===== src/rtl/uart_tx_if.sv =====
// uart_tx handshake bundle: baud strobe, request/data in, serial line and status out.
interface uart_tx_if #(
  parameter int DATA_BITS = 8
);
  logic                 b_tick;
  logic                 tx_start;
  logic [DATA_BITS-1:0] tx_data;
  logic                 tx;
  logic                 tx_busy;
  logic                 tx_done;

  modport master (
    output b_tick, tx_start, tx_data,
    input  tx, tx_busy, tx_done
  );

  modport slave (
    input  b_tick, tx_start, tx_data,
    output tx, tx_busy, tx_done
  );
endinterface


===== src/rtl/uart_tx.sv =====
// UART transmitter: start bit, DATA_BITS data bits LSB first, optional parity, one stop bit.
// Bit timing comes from an external OVERSAMPLE-x baud strobe; all outputs are registered.
module uart_tx #(
  parameter int DATA_BITS  = 8,
  parameter int PARITY_EN  = 0,
  parameter int PARITY_ODD = 0,
  parameter int OVERSAMPLE = 16
) (
  input  logic      clk,
  input  logic      reset,
  uart_tx_if.slave  bus
);

  localparam int TW = $clog2(OVERSAMPLE);
  localparam int BW = $clog2(DATA_BITS);

  typedef enum logic [2:0] {
    IDLE,
    START,
    DATA,
    PARITY,
    STOP
  } state_e;

  state_e               state_q, state_d;
  logic [TW-1:0]        tick_q, tick_d;
  logic [BW-1:0]        bit_q, bit_d;
  logic [DATA_BITS-1:0] shift_q, shift_d;
  logic                 par_q, par_d;
  logic                 tx_q, tx_d;
  logic                 busy_q, busy_d;
  logic                 done_q, done_d;
  logic                 bit_end;

  // Next-state, bit timing and registered-output values.
  always_comb begin
    state_d = state_q;
    tick_d  = tick_q;
    bit_d   = bit_q;
    shift_d = shift_q;
    par_d   = par_q;
    tx_d    = tx_q;
    busy_d  = busy_q;
    done_d  = 1'b0;
    bit_end = 1'b0;

    if (state_q != IDLE && bus.b_tick) begin
      if (tick_q == TW'(OVERSAMPLE - 1)) begin
        tick_d  = '0;
        bit_end = 1'b1;
      end else begin
        tick_d = tick_q + TW'(1);
      end
    end

    case (state_q)
      IDLE: begin
        tx_d   = 1'b1;
        busy_d = 1'b0;
        if (bus.tx_start) begin
          // Parity is fixed at acceptance from the latched byte, since the shift register is consumed later.
          shift_d = bus.tx_data;
          par_d   = (^bus.tx_data) ^ (PARITY_ODD != 0);
          tick_d  = '0;
          bit_d   = '0;
          tx_d    = 1'b0;
          busy_d  = 1'b1;
          state_d = START;
        end
      end
      START: begin
        if (bit_end) begin
          tx_d    = shift_q[0];
          bit_d   = '0;
          state_d = DATA;
        end
      end
      DATA: begin
        if (bit_end) begin
          shift_d = shift_q >> 1;
          if (bit_q == BW'(DATA_BITS - 1)) begin
            if (PARITY_EN != 0) begin
              tx_d    = par_q;
              state_d = PARITY;
            end else begin
              tx_d    = 1'b1;
              state_d = STOP;
            end
          end else begin
            bit_d = bit_q + BW'(1);
            tx_d  = shift_q[1];
          end
        end
      end
      PARITY: begin
        if (bit_end) begin
          tx_d    = 1'b1;
          state_d = STOP;
        end
      end
      STOP: begin
        if (bit_end) begin
          tx_d    = 1'b1;
          busy_d  = 1'b0;
          done_d  = 1'b1;
          state_d = IDLE;
        end
      end
      default: begin
        tx_d    = 1'b1;
        busy_d  = 1'b0;
        state_d = IDLE;
      end
    endcase
  end

  // State and output registers; reset aborts any frame and forces the line idle.
  always_ff @(posedge clk or posedge reset) begin
    if (reset) begin
      state_q <= IDLE;
      tick_q  <= '0;
      bit_q   <= '0;
      shift_q <= '0;
      par_q   <= 1'b0;
      tx_q    <= 1'b1;
      busy_q  <= 1'b0;
      done_q  <= 1'b0;
    end else begin
      state_q <= state_d;
      tick_q  <= tick_d;
      bit_q   <= bit_d;
      shift_q <= shift_d;
      par_q   <= par_d;
      tx_q    <= tx_d;
      busy_q  <= busy_d;
      done_q  <= done_d;
    end
  end

  assign bus.tx      = tx_q;
  assign bus.tx_busy = busy_q;
  assign bus.tx_done = done_q;

endmodule

===== src/flat_wrapper.sv =====
// flat-port wrapper written by rule: the top's interface ports become plain ports
module uart_tx_flat 
#(
  parameter int DATA_BITS  = 8,
  parameter int PARITY_EN  = 0,
  parameter int PARITY_ODD = 0,
  parameter int OVERSAMPLE = 16
)
  (clk, reset, bus_b_tick, bus_tx_start, bus_tx_data, bus_tx, bus_tx_busy, bus_tx_done);
  uart_tx_if #(.DATA_BITS(DATA_BITS)) bus_i ();
  input  logic clk;
  input  logic reset;
  input wire logic [$bits(bus_i.b_tick)-1:0] bus_b_tick;
  input wire logic [$bits(bus_i.tx_start)-1:0] bus_tx_start;
  input wire logic [$bits(bus_i.tx_data)-1:0] bus_tx_data;
  output wire logic [$bits(bus_i.tx)-1:0] bus_tx;
  output wire logic [$bits(bus_i.tx_busy)-1:0] bus_tx_busy;
  output wire logic [$bits(bus_i.tx_done)-1:0] bus_tx_done;
  assign bus_i.b_tick = bus_b_tick;
  assign bus_i.tx_start = bus_tx_start;
  assign bus_i.tx_data = bus_tx_data;
  assign bus_tx = bus_i.tx;
  assign bus_tx_busy = bus_i.tx_busy;
  assign bus_tx_done = bus_i.tx_done;
  uart_tx #(.DATA_BITS(DATA_BITS), .PARITY_EN(PARITY_EN), .PARITY_ODD(PARITY_ODD), .OVERSAMPLE(OVERSAMPLE)) u_core (.clk(clk), .reset(reset), .bus(bus_i));
endmodule

===== config.mk =====
export PLATFORM = sky130hd
export DESIGN_NAME = uart_tx_flat
export DESIGN_NICKNAME = d
export VERILOG_FILES = /design/src/rtl/uart_tx_if.sv /design/src/rtl/uart_tx.sv /design/src/flat_wrapper.sv
export SDC_FILE = /design/constraint.sdc
export NUM_CORES = 1
export LEC_CHECK = 0
export CAP_MARGIN = 10
export CORE_MARGIN = 5
export CORE_UTILIZATION = 53
export CTS_CLUSTER_SIZE = 25
export DETAILED_ROUTE_END_ITERATION = 10
export GPL_ROUTABILITY_DRIVEN = 0
export PLACE_DENSITY = 0.77
export SKIP_CTS_REPAIR_TIMING = 1
export SLEW_MARGIN = 20
export SYNTH_ARGS = -nofsm -noshare
export SYNTH_HDL_FRONTEND = slang
export SYNTH_SLANG_ARGS = --single-unit

===== constraint.sdc =====
create_clock -name clk -period 2.4 [get_ports clk]
set_clock_uncertainty 0.15 [all_clocks]
set_input_delay 0.36 -clock clk [delete_from_list [all_inputs] [get_ports clk]]
set_output_delay 0.36 -clock clk [all_outputs]
set_load 0.05 [all_outputs]

==> metrics.yaml <==
synthesis:
  seq_area_frac_synth_pct: 46.3
  synthArstFlopShare_pct: 100
  ys_ff_latch: 21
  synth_ff_type: "dfrtp_1"
  synth.cell_area_um2: 1140
  yosys_warnings: 0
  synth_top_area_share_pct: 44.0
  ys_top_cells_by_area: "dfrtp_1 (44%), mux2i_1 (6.2%), o21ai_1 (5.3%), nand2_1 (4.6%), a22o_1 (3.9%)"
  yosysTopAreaCell: "dfrtp_1"
  synth_edf_count: 0
  synth.avg_cell_area_um2: 10.2
  ys_types: 37
  synthCells: 112
  synth_nets: 127
global_routing:
  grt_overflow: 0
  grt_pass1_wl_mm: 3.83
  grt_pass1_vias: 900
  grt_usage_pct: 15.1
  grt_max_degree: 22
  grt_antenna_before_repair: 0
clocking:
  cts.path.max_buffers: 2
  cts-root-buf: "clkbuf_4"
  clk_pin_slew_ps: 110
  htreeDepth: 1
  clock_sinks: 21
  tritoncts: "done"
  clk_latency_ps: 300
  cts_made_buffers: 3
floorplan:
  die_height_um: 56.3
  initial_utilization_pct: 56.8
  coreArea_um2: 2000
  dieWidth_um: 56.3
  num_io_pins: 15
  rows: 16
  dieArea_um2: 3170
cells_and_area:
  syn2layout_area_growth_pct: 15.7
  final_nets: 143
  final_cell_area_um2: 1320
  drive_gt1_share_pct: 9.45
  stdcell_count: 154
  num_antenna_cells: 0
power_and_ir_drop:
  power_density_nw_per_um2: 942
  ir_worst_vdd_v: 0.000602
  p_leak_nw: 0.618
placed_design:
  pre_cts_slack_ps: 442
  io_buffers: 14
  placed_cell_area_um2: 1290
  place_inst: 150
  dp_hpwl_mm: 1.60
sta:
  hold_viol_final: 0
  relSlewSlack_pct: 67.1
  holdWs_ps: 223
  clock.fmax_mhz: 467
  min_period_ps: 2140
  rsz0062_at_grt: "no"
  slew_viol_final: 0
  setup_slack_ps: 258
  setup_violations: 0
  fin_setup_tns_ps: 0
  max_slew.worst_pin.slew_ps: 492
  period_share_pct: 89.2
setup_path:
  worstPathArrival_ps: 1630
  path_class: "reg2out"
  reg2reg_depth: 6
  worst-path-buf-inv: 1
  reg2reg_to: "u_core.bit_q[0]"
  cp-end-kind: "primary output"
  crit_fanout: 2
  critPathTopFamily: "buffers and inverters"
  slowest_delay_ps: 790
  ff2ff_setup_slack_ps: 490
  timing.rr.start: "u_core.bit_q[0]"
  path_cells: "clkdlybuf4s50_1"
  critPathLaunchType: "flip-flop"
  slowest_stage: "clkdlybuf4s50_1"
  worst_ep_required_time_ps: 1890
drt:
  drt_pre_antenna_iters: 4
  drt.antenna.violating_nets: 0
  num_vias: 866
  remaining_drc_errors: 0
  drt-initial-drc-count: 10
  finalWirelength_mm: 2.03
  routed_via_density: 5.62
  wire_per_inst_um: 13.2
outcome:
  status: "finished, final reports clean"
worst_hold_path:
  min_path_type: "in2async"
run:
  cap_viol_max_count: 0
-- cell usage in the layout, fill, tap and decap left out, types with 2 or more instances in the layout --
master and count:
a22o_1 5, o21ai_1 12, nor3_1 2, dfrtp_1 20, a22oi_1 2, a21o_1 2, inv_1 3, o21ai_0 4
mux2i_1 7, ha_1 3, nand3_1 5, nand2_1 14, a21oi_1 2, buf_4 2, nor3_2 2, nor2_1 5
clkdlybuf4s50_1 14, clkbuf_4 3
-- cell type report --
| type | instances | area (µm²) |
|---|---|---|
| fillers | 166 | 686 |
| inverters | 3 | 11.3 |
| repair buffers | 16 | 155 |
| well taps | 27 | 33.8 |
| clock buffers | 4 | 26.3 |
| flip-flops and latches | 21 | 527 |
| multi-input cells | 83 | 563 |
-- report_power, final --
part	total, mW	internal, mW	switching, mW	leakage, nW
clock	0.166	0.0647	0.101	0.0150
combinational	0.480	0.218	0.262	0.337
sequential	0.594	0.480	0.114	0.267
-- metrics by stage --
| step | power, mW | utilization, % |
|---|---|---|
| CTS | 1.26 | 65.8 |
| detailed placement | 1.09 | 64.4 |
| global placement | 1.07 | 64.4 |
| floorplan | 0.974 | - |
| finish | 1.24 | 65.8 |
| global route | 1.35 | 65.8 |
-- layer usage --
metal | track usage [%] | wire length (µm) | up-vias
met1 | 18.6 | 941 | 410
met4 | 5.42 | 18 | 0
li1 | - | - | 436
met3 | 2.29 | 78 | 2
met5 | 0 | 0 | -
met2 | 26.5 | 988 | 18
-- Yosys cell counts (all sizes together) (2+ instances only) --
cell type,number
mux2i,7
nor2,5
ha,3
inv,3
nor3,5
o21ai,16
a22oi,3
a21o,2
nand3,5
buf,5
nor3b,2
a22o,5
dfrtp,20
nand2,14
a21oi,2
-- logic make-up (layout without fill, tap and decap cells) --
| kind of cell | Yosys count | after routing | share of synthesized area (%) |
|---|---|---|---|
| xor gates and xnor gates | 1 | 1 | 0.770 |
| adders and majority gates | 3 | 3 | 3.30 |
| AOI/OAI and AO/OA | 33 | 33 | 19.6 |
| muxes | 7 | 7 | 6.16 |
| and+or+nand+nor | 39 | 39 | 19.7 |
| DFF | 21 | 21 | 46.3 |
| buffers and inverters | 8 | 23 | 4.18 |
-- state kept, by name, summed over array words and instances, names as in the netlist --
signal,flops
u_core.bus.tx_busy,1
u_core.tick_q,4
u_core.shift_q,8
u_core.bus.tx_done,1
u_core.bit_q,3
u_core.state_q,3
u_core.bus.tx,1
-- how the worst max path moves through the flow --
stage | slack [ps] | startpoint | cells past startpoint | endpoint
final | 260 | u_core.bus.tx | 1 | bus_tx
after global routing | 220 | u_core.bus.tx | 1 | bus_tx
after CTS | 230 | u_core.bus.tx | 1 | bus_tx
after global placement | 470 | bus_b_tick | 5 | u_core.state_q[1]
after detailed placement | 440 | bus_b_tick | 5 | u_core.state_q[1]
after floorplan | 660 | u_core.bit_q[0] | 6 | u_core.bit_q[0]
(Power assumes the default switching activity.)
